**src/rtl/dcache_pkg.sv**
```systemverilog
// Shared state encoding, default geometry and address-field widths for the data cache.
package dcache_pkg;

  localparam int DEF_LINE_ADDR_LEN = 2;
  localparam int DEF_SET_ADDR_LEN  = 3;

  localparam int ADDR_W       = 32;
  localparam int DATA_W       = 32;
  localparam int BYTE_OFF_LEN = 2;
  localparam int WORD_ADDR_W  = ADDR_W - BYTE_OFF_LEN;

  typedef enum logic [1:0] {
    IDLE,
    SWAP_OUT,
    SWAP_IN,
    SWAP_IN_OK
  } dcache_state_t;

  function automatic logic [DATA_W-1:0] merge_bytes(input logic [DATA_W-1:0] old_word,
                                                    input logic [DATA_W-1:0] new_word,
                                                    input logic [3:0]        be);
    logic [DATA_W-1:0] res;
    res = old_word;
    for (int b = 0; b < 4; b++) begin
      if (be[b]) res[b*8 +: 8] = new_word[b*8 +: 8];
    end
    return res;
  endfunction

  function automatic logic [31:0] sat_inc(input logic [31:0] v);
    return (v == 32'hFFFF_FFFF) ? v : v + 32'd1;
  endfunction

endpackage

```
**src/rtl/dcache_line_array.sv**
```systemverilog
// Cache data storage: one byte-enabled write port, a word read for loads and a whole-line read for write-back.
module dcache_line_array
  import dcache_pkg::*;
#(
  parameter int LINE_ADDR_LEN = DEF_LINE_ADDR_LEN,
  parameter int SET_ADDR_LEN  = DEF_SET_ADDR_LEN
) (
  input  logic                                        clk,
  input  logic                                        wr_en,
  input  logic [SET_ADDR_LEN-1:0]                     wr_set,
  input  logic [LINE_ADDR_LEN-1:0]                    wr_word,
  input  logic [3:0]                                  wr_be,
  input  logic [DATA_W-1:0]                           wr_data,
  input  logic [SET_ADDR_LEN-1:0]                     rd_set,
  input  logic [LINE_ADDR_LEN-1:0]                    rd_word,
  output logic [DATA_W-1:0]                           rd_data,
  input  logic [SET_ADDR_LEN-1:0]                     line_set,
  output logic [(1<<LINE_ADDR_LEN)-1:0][DATA_W-1:0]   line_data
);

  localparam int SETS  = 1 << SET_ADDR_LEN;
  localparam int WORDS = 1 << LINE_ADDR_LEN;

  logic [DATA_W-1:0] data_mem [SETS*WORDS];

  always_ff @(posedge clk) begin
    if (wr_en) begin
      data_mem[{wr_set, wr_word}] <= merge_bytes(data_mem[{wr_set, wr_word}], wr_data, wr_be);
    end
  end

  assign rd_data = data_mem[{rd_set, rd_word}];

  for (genvar w = 0; w < WORDS; w++) begin : g_line
    assign line_data[w] = data_mem[{line_set, LINE_ADDR_LEN'(w)}];
  end

endmodule

```
**src/rtl/dcache_ctrl.sv**
```systemverilog
// Direct-mapped write-back/write-allocate D-cache controller: 1-cycle hit loads, stalls via miss while
// the FSM writes back the dirty victim and refills the line one beat per mem_ack.
module dcache_ctrl
  import dcache_pkg::*;
#(
  parameter int LINE_ADDR_LEN = DEF_LINE_ADDR_LEN,
  parameter int SET_ADDR_LEN  = DEF_SET_ADDR_LEN
) (
  input  logic              clk,
  input  logic              rst,
  input  logic              cpu_rd,
  input  logic              cpu_wr,
  input  logic [ADDR_W-1:0] cpu_addr,
  input  logic [DATA_W-1:0] cpu_wdata,
  input  logic [3:0]        cpu_be,
  output logic [DATA_W-1:0] cpu_rdata,
  output logic              miss,
  output logic              mem_req,
  output logic              mem_we,
  output logic [ADDR_W-1:0] mem_addr,
  output logic [DATA_W-1:0] mem_wdata,
  input  logic              mem_ack,
  input  logic [DATA_W-1:0] mem_rdata,
  output logic [31:0]       hit_cnt,
  output logic [31:0]       miss_cnt
);

  localparam int TAG_ADDR_LEN = WORD_ADDR_W - LINE_ADDR_LEN - SET_ADDR_LEN;
  localparam int SETS         = 1 << SET_ADDR_LEN;
  localparam int WORDS        = 1 << LINE_ADDR_LEN;

  dcache_state_t state;

  logic [TAG_ADDR_LEN-1:0]  req_tag, miss_tag;
  logic [SET_ADDR_LEN-1:0]  req_set, miss_set, line_set;
  logic [LINE_ADDR_LEN-1:0] req_word, beat, beat_nxt;
  logic [TAG_ADDR_LEN-1:0]  tag_arr [SETS];
  logic [SETS-1:0]          valid, dirty;
  logic                     refilled;
  logic                     req, hit, victim_dirty, beat_done;

  logic                     arr_we;
  logic [SET_ADDR_LEN-1:0]  arr_set;
  logic [LINE_ADDR_LEN-1:0] arr_word;
  logic [3:0]               arr_be;
  logic [DATA_W-1:0]        arr_wdata, rd_word_data;
  logic [WORDS-1:0][DATA_W-1:0] line_data;
  logic                     unused_byte_off;

  function automatic logic [ADDR_W-1:0] beat_addr(input logic [TAG_ADDR_LEN-1:0]  t,
                                                  input logic [SET_ADDR_LEN-1:0]  s,
                                                  input logic [LINE_ADDR_LEN-1:0] b);
    return {t, s, b, {BYTE_OFF_LEN{1'b0}}};
  endfunction

  assign req_word = cpu_addr[LINE_ADDR_LEN+BYTE_OFF_LEN-1 : BYTE_OFF_LEN];
  assign req_set  = cpu_addr[LINE_ADDR_LEN+SET_ADDR_LEN+BYTE_OFF_LEN-1 : LINE_ADDR_LEN+BYTE_OFF_LEN];
  assign req_tag  = cpu_addr[ADDR_W-1 : LINE_ADDR_LEN+SET_ADDR_LEN+BYTE_OFF_LEN];
  assign unused_byte_off = ^cpu_addr[BYTE_OFF_LEN-1:0];

  assign req          = cpu_rd | cpu_wr;
  assign hit          = valid[req_set] && (tag_arr[req_set] == req_tag);
  assign victim_dirty = valid[req_set] && dirty[req_set];
  assign beat_done    = mem_req && mem_ack;
  assign beat_nxt     = beat + 1'b1;
  assign line_set     = (state == IDLE) ? req_set : miss_set;

  // Gated by rst so the stall drops the moment reset is applied, even with a request still held.
  assign miss = !rst && ((state != IDLE) || (req && !hit));

  always_comb begin
    arr_we    = 1'b0;
    arr_set   = req_set;
    arr_word  = req_word;
    arr_be    = cpu_be;
    arr_wdata = cpu_wdata;
    if (state == SWAP_IN) begin
      arr_we    = beat_done;
      arr_set   = miss_set;
      arr_word  = beat;
      arr_be    = 4'hF;
      arr_wdata = mem_rdata;
    end else if (state == IDLE) begin
      arr_we    = cpu_wr && hit;
    end
  end

  dcache_line_array #(
    .LINE_ADDR_LEN (LINE_ADDR_LEN),
    .SET_ADDR_LEN  (SET_ADDR_LEN)
  ) u_lines (
    .clk       (clk),
    .wr_en     (arr_we),
    .wr_set    (arr_set),
    .wr_word   (arr_word),
    .wr_be     (arr_be),
    .wr_data   (arr_wdata),
    .rd_set    (req_set),
    .rd_word   (req_word),
    .rd_data   (rd_word_data),
    .line_set  (line_set),
    .line_data (line_data)
  );

  // Tags are never cleared; the valid bits alone decide whether a tag means anything.
  always_ff @(posedge clk) begin
    if (state == SWAP_IN_OK) tag_arr[miss_set] <= miss_tag;
  end

  always_ff @(posedge clk or posedge rst) begin
    if (rst) begin
      state     <= IDLE;
      beat      <= '0;
      valid     <= '0;
      dirty     <= '0;
      refilled  <= 1'b0;
      miss_set  <= '0;
      miss_tag  <= '0;
      cpu_rdata <= '0;
      hit_cnt   <= '0;
      miss_cnt  <= '0;
      mem_req   <= 1'b0;
      mem_we    <= 1'b0;
      mem_addr  <= '0;
      mem_wdata <= '0;
    end else begin
      case (state)
        IDLE: begin
          if (req && hit) begin
            if (!refilled) hit_cnt <= sat_inc(hit_cnt);
            refilled <= 1'b0;
            if (cpu_wr) dirty[req_set] <= 1'b1;
            else        cpu_rdata      <= rd_word_data;
          end else if (req) begin
            miss_cnt <= sat_inc(miss_cnt);
            miss_set <= req_set;
            miss_tag <= req_tag;
            beat     <= '0;
            mem_req  <= 1'b1;
            if (victim_dirty) begin
              state     <= SWAP_OUT;
              mem_we    <= 1'b1;
              mem_addr  <= beat_addr(tag_arr[req_set], req_set, '0);
              mem_wdata <= line_data[0];
            end else begin
              state     <= SWAP_IN;
              mem_we    <= 1'b0;
              mem_addr  <= beat_addr(req_tag, req_set, '0);
            end
          end
        end
        SWAP_OUT: begin
          if (beat_done) begin
            if (&beat) begin
              state    <= SWAP_IN;
              beat     <= '0;
              mem_we   <= 1'b0;
              mem_addr <= beat_addr(miss_tag, miss_set, '0);
            end else begin
              beat      <= beat_nxt;
              mem_addr  <= beat_addr(tag_arr[miss_set], miss_set, beat_nxt);
              mem_wdata <= line_data[beat_nxt];
            end
          end
        end
        SWAP_IN: begin
          if (beat_done) begin
            if (&beat) begin
              state   <= SWAP_IN_OK;
              beat    <= '0;
              mem_req <= 1'b0;
            end else begin
              beat     <= beat_nxt;
              mem_addr <= beat_addr(miss_tag, miss_set, beat_nxt);
            end
          end
        end
        SWAP_IN_OK: begin
          valid[miss_set] <= 1'b1;
          dirty[miss_set] <= 1'b0;
          refilled        <= 1'b1;
          state           <= IDLE;
        end
        default: state <= IDLE;
      endcase
    end
  end

endmodule

```
**config.mk**
```make
export PLATFORM = sky130hd
export DESIGN_NAME = dcache_ctrl
export DESIGN_NICKNAME = d
export VERILOG_FILES = /design/src/rtl/dcache_pkg.sv /design/src/rtl/dcache_line_array.sv /design/src/rtl/dcache_ctrl.sv
export SDC_FILE = /design/constraint.sdc
export NUM_CORES = 2
export LEC_CHECK = 0
export ABC_AREA = 1
export CORE_MARGIN = 2
export CORE_UTILIZATION = 50
export CTS_CLUSTER_SIZE = 24
export DETAILED_ROUTE_END_ITERATION = 12
export HOLD_SLACK_MARGIN = 0.02
export PLACE_DENSITY = 0.67
export RECOVER_POWER = 100
export SYNTH_ARGS = -nofsm -noshare
export SYNTH_HDL_FRONTEND = slang
export SYNTH_SLANG_ARGS = --single-unit
```
**constraint.sdc**
```tcl
create_clock -name clk -period 9.15 [get_ports clk]
set_input_delay 1.83 -clock clk [delete_from_list [all_inputs] [get_ports clk]]
set_output_delay 1.83 -clock clk [all_outputs]
set_load 0.03 [all_outputs]
```
After elaboration in Yosys (flattened, before gate mapping). Memories as Yosys holds them, arrays and structs flattened. A register that Yosys moved wholly into a read port is not among the register bits. Index checks and enable logic that the tools add are counted.

$add $sub $neg: 3. $lt $le $gt $ge: 5. Equality and inequality tests: 22. Muxes and demuxes: 70. Bitwise gates (word level): 10. Reduce and logical (&&, ||, !) cells: 37.

Operators with widths (count): 32-bit 2-to-1 mux (14); 32-bit one-hot mux with 3 select lines (1); 8-bit 2-to-1 mux (10); 32-bit by 1-bit adder with 32-bit output (second input constant) (2); 32-bit binary-select mux with 2-bit select (1); 32-bit equality test (second input constant) (2); 32-bit one-hot mux with 2 select lines (1); 2-bit inequality test (second input constant) (13); 25-bit equality test (1); 2-bit 2-to-1 mux (12); 1-bit 2-to-1 mux (18); 6-bit AND reduction (3); 8-bit OR (2); 8-bit one-hot mux with 2 select lines (1); 2-bit AND reduction (6); 4-bit AND reduction (3); 5-bit AND reduction (2); 2-bit nonzero test (5); 1-bit logical AND (9); 3-bit AND reduction (3); 8-bit bitwise AND (1); 3-bit by 4-bit less-than comparator with 1-bit output (second input constant) (2); 8-bit inverter (1); 2-bit one-hot mux with 4 select lines (1); 19 further kinds (33).

Register bits: 179. RAM bits: 1224. Input port bits: 105. Output and inout port bits: 163. Memories: 2.

Memory list: u_lines.data_mem (depth 32, width 32, read ports 5, clocked after Yosys merged registers in 1, wr ports 1, RTL line dcache_line_array.sv:24) `logic [DATA_W-1:0] data_mem [SETS*WORDS];`; tag_arr (depth 8, width 25, read ports 2, clocked after Yosys merged registers in 0, wr ports 1, RTL line dcache_ctrl.sv:37) `logic [TAG_ADDR_LEN-1:0] tag_arr [SETS];`.

Longest topological paths before layout.
Depth in word-level cells: 9. Gate-level depth with buffers: 23. Mapped depth without buffers: 18.

Hierarchy. A second synthesis with hierarchy kept.

Cells, all modules: 8628. Area total of the unflattened synthesis: 74029.8 µm².

By module, submodules not included: dcache_line_array (times used 1, cells each 5641, area an instance 51020.2 µm²); dcache_ctrl (times used 1, cells each 2987, area an instance 23009.6 µm²).

Worst setup path before layout. OpenSTA, ideal clock, no wires.

Kind: input port to output port. From: input port cpu_addr[4]. To: output port miss. Data arrival time: 3.651 ns. Required time: 7.320 ns. Setup slack: 3.669 ns. Stages: 16. Cells stage by stage: buf_2 > inv_2 > buf_4 > nor2_1 > nand2_1 > nand2_1 > inv_1 > nand2_1 > nand2_1 > nand2_1 > nor2_1 > nand3_1 > nor2_1 > nand2_1 > nand2_1 > a21oi_1.

Word-level cells in the longest chain between the ends: 7. Elaborated cells on any way between the ends: 9.

RTL lines: start, declared (RTL line dcache_ctrl.sv:13) `input logic [ADDR_W-1:0] cpu_addr,`; memory 8 x 25 bit / 1-bit binary-select mux with 3-bit select (equally long branches); 25-bit equality test / 1-bit 2-to-1 mux (equally long branches) (RTL line dcache_ctrl.sv:62) `assign hit = valid[req_set] && (tag_arr[req_set] == req_tag);`; 1-bit logical AND * (RTL line dcache_ctrl.sv:62); 1-bit logical NOT * (RTL line dcache_ctrl.sv:69) `assign miss = !rst && ((state != IDLE) || (req && !hit));`; 1-bit logical AND * (RTL line dcache_ctrl.sv:69); 1-bit logical OR * (RTL line dcache_ctrl.sv:69); 1-bit logical AND * (RTL line dcache_ctrl.sv:69); end, declared (RTL line dcache_ctrl.sv:17) `output logic miss,`.

Every way passes the cells marked *; elsewhere a longest branch is shown, timed or not. The select of a mux whose other input is x is not followed.

Worst setup path after layout.
From: input port cpu_addr[6]. To: output port miss.

Same word-level chain as after synthesis.

==> key figures <==
Clock network
  – Clk sinks: approximately 1400
  – CTS tree: done
  – Post CTS Setup Buffer Count: 0
  – Clk_lat worst skew: 0.82 ns
  – Hold-fix buffers at CTS: 0
  – Clk buf depth: 3
  – Post-CTS Resized: 0
  – Root Buffer: clkbuf_16
  – Number of buffers created by CTS: roughly 150
  – H-tree lvl count: 4
  – Clock Pin Slew Worst Setup and Hold Paths: about 0.060 ns

Placement
  – DP Worst Slack: 1.410 ns
  – Detailed Place HPWL: around 150000 um
  – Placer Congestion: about 0.93
  – I/O Buffers: around 260

Pwr
  – Peak supply drop: 532.2 uV
  – Psw: between 10 and 15 mW
  – Internal power: 14.14 mW
  – Clock power share: between 20% and 30%
  – LEAKAGE: around 29 nW
  – Logic pwr share: between 30 and 40%
  – Reg power frac: between 30% and 40%
  – PD cells: 303.1 nW/um2
  – Switching Share: between 40% and 50%

Timing
  – Worst-Margin Slew: 4.538 ns
  – Pins Over Slew Limit: 1300
  – Setup Skew: 0.04341 ns
  – Slew headroom: -202.6%
  – Final setup fails: 0
  – Setup_tns: 0 ns
  – Min Tclk post-route: between 8 and 9 ns
  – Max Clk Rate: roughly 120 MHz
  – Tcrit/Tclk final: between 80 and 90%
  – RSZ-0062 raised after global routing: no
  – Worst Slack Setup Final: around 1.1 ns
  – Final Hold Fails: 0

GRT
  – First-pass GRT wire length: roughly 350000 um
  – Total congestion overflow: 0
  – GRT Total Usage: roughly a third
  – Largest net degree at the start of global routing: roughly 230
  – Vias in the first global route: roughly 56000
  – Initial antenna violation count: 2

Die
  – Die area: 145800 um2
  – Die outline height: roughly 380 um
  – Starting Density: between 50% and 60%
  – I/O Pins: about 270
  – Core Box Area: 141600 um2
  – Die Wd: 381.8 um
  – FP Rows: between 100 and 150

Synth
  – Yosys warns: 0
  – Syn avg cell area: 9.116 um2
  – FF+latch count, synth: around 1400
  – Post-synthesis sequential area ratio: around 59%
  – Cell area after synthesis: roughly 71000 um2
  – Number of synthesized flops with an enable pin: 1224
  – Top FF cell, synth: edfxtp_1
  – Post-synth ARST share: between 10% and 20%
  – Post-Synthesis Cells: between 7000 and 8000
  – Synth unique cells: 39

Run status
  – Outcome: finished, violations left
  – Failing checks: capacitance limit, slew limit

Worst setup path
  – Crit path DAT: 6.21 ns
  – Peak fanout along the critical path: 27
  – Critical Path Start: cpu_addr[6]
  – Startpoint Class: input port
  – Required @ worst endpoint: around 7.3 ns
  – Worst R2R Start: miss_set[0]$_DFFE_PP0P_
  – Crit path kind: input port to output port
  – Setup crit end kind: output port

Cells and area
  – Commonest non-fill, non-tap cell in the layout: o21ai_0
  – Syn-to-layout area delta: 11.85%
  – Layout cells sized above 1: 4.059%
  – Commonest cells after routing, fill and taps aside: o21ai_0 (1420), edfxtp_1 (1224), nand2_1 (1187)
  – Fin nets: 7906

Drt
  – Residual DRC: 0
  – 1st-pass router iterations: 7
  – Routed Antenna Nets: 0
  – Avg WL per Cell: roughly 25 um
  – Vias/cell: between 6 and 7
  – Post-Route WL: ~240000 um
  – DR vias: around 60000
  – DR iter-0 viols: around 9100

Worst hold path
  – Hold path start: valid[7]$_DFFE_PP0P_
  – Hold Crit Class: flip-flop to flip-flop

Flow run
  – Max cap viols: 33
## power groups by stage
stage	combinational [mW]	sequential (mW)	clock [mW]
detailed placement	9.21	8.84	0
global placement	9.09	8.81	0
floorplan	5.60	8.95	0
global route	10.1	8.79	6.33
CTS	9.25	8.70	6.07
finish	9.43	8.73	6.04
## routing by layer
layer | GRT usage [%] | vias to the layer above | share of wire (%)
met2 | 50.21 | 3850 | 45
met4 | 14.70 | 0 | 5.0
met1 | 43.09 | 28540 | 38
li1 | - | 27350 | -
met5 | 0 | - | 0
met3 | 7.279 | 714 | 11
## sequential cells by signal, indices dropped and copies added, names as in the netlist
name,count
hit_cnt,32
cpu_rdata,32
beat,2
refilled,1
miss_tag,25
valid,8
miss_set,3
u_lines.data_mem,1024
mem_we,1
mem_req,1
dirty,8
mem_addr,30
tag_arr,200
miss_cnt,32
state,2
mem_wdata,32
## layout make-up
cell class | count | area [um2]
antenna | 1 | 2.502
clock buffer | 204 | 4184
clock inverter | 64 | 596.8
fill | 12220 | 61760
inverter | 540 | 2059
multi-input combinational | 5286 | 25200
sequential | 1433 | 41990
tap | 1890 | 2365
timing repair buffer | 382 | 3441
## Yosys cell counts (7+ instances only)
master	count	area share, %
a311oi_1	12	0.15
a21oi_1	426	3.0
ha_1	7	0.12
nand3_1	419	2.9
nand2_1	1188	6.2
clkbuf_1	443	2.3
edfxtp_1	1224	51
buf_4	11	0.12
nand4_1	52	0.46
o211ai_1	231	2.4
o21ai_0	1416	9.9
nand3b_1	14	0.15
xor2_1	26	0.32
or2_2	11	0.096
o21ai_1	7	0.049
o22ai_1	113	0.99
a22o_1	13	0.16
nor2_1	1132	6.0
buf_2	53	0.37
o21bai_1	19	0.20
dfrtp_1	209	7.3
inv_1	530	2.8
nor3_1	35	0.25
buf_1	64	0.34
inv_2	8	0.042
nor4_1	10	0.088
a31oi_1	57	0.50
o221ai_1	64	0.79
xnor2_1	14	0.17
## metrics by stage
stage	total power, mW	utilization, %	area, um2	hold WS, ns	instances
2_1_floorplan	14.55	-	71380	0.4274	7830
3_3_place_gp	17.90	53.21	75340	0.4456	9531
3_5_place_dp	18.05	53.21	75340	0.4517	9531
4_1_cts	24.02	56.59	80120	0.4665	9799
5_1_grt	25.24	56.38	79830	0.4771	9799
6_report	24.19	56.38	79830	0.4653	9800
## critical path, cell delays in order
cell and delay, ns:
dlygate4sd3_1 0.77, inv_1 0.21, nor2_4 0.90, clkbuf_1 0.27
nand3_1 0.11, nand2_1 0.12, nor2_1 0.07, nand2_1 0.11
nand4_1 0.11, nor2_1 0.14, nand2_1 0.07, nor2_1 0.22
nand2_1 0.24, nand2_1 0.22, a21oi_1 0.10, dlygate4sd3_1 0.71
## cell families after synthesis
family / after synthesis / share of synthesized area (%)
buffers and inverters: 1111 / 5.994
AOI/OAI and AO/OA: 2367 / 18.28
adders and majority gates: 7 / 0.1227
other: 1 / 0.005254
and+or+nand+nor: 2870 / 16.28
DFF: 1433 / 58.83
xor gates and xnor gates: 40 / 0.4909
## final timing paths
path,to,cells after the start,slack (ns)
max,miss,16,1.11
min,valid[7]$_DFFE_PP0P_,1,0.47
max reg2reg,tag_arr[6][4]$_DFFE_PP_,5,1.15
min reg2reg,valid[7]$_DFFE_PP0P_,1,0.47
max in group asynchronous,cpu_rdata[11]$_DFFE_PP0P_,3,3.05
min in group asynchronous,miss_set[0]$_DFFE_PP0P_,2,2.85
(Power assumes the default switching activity.)
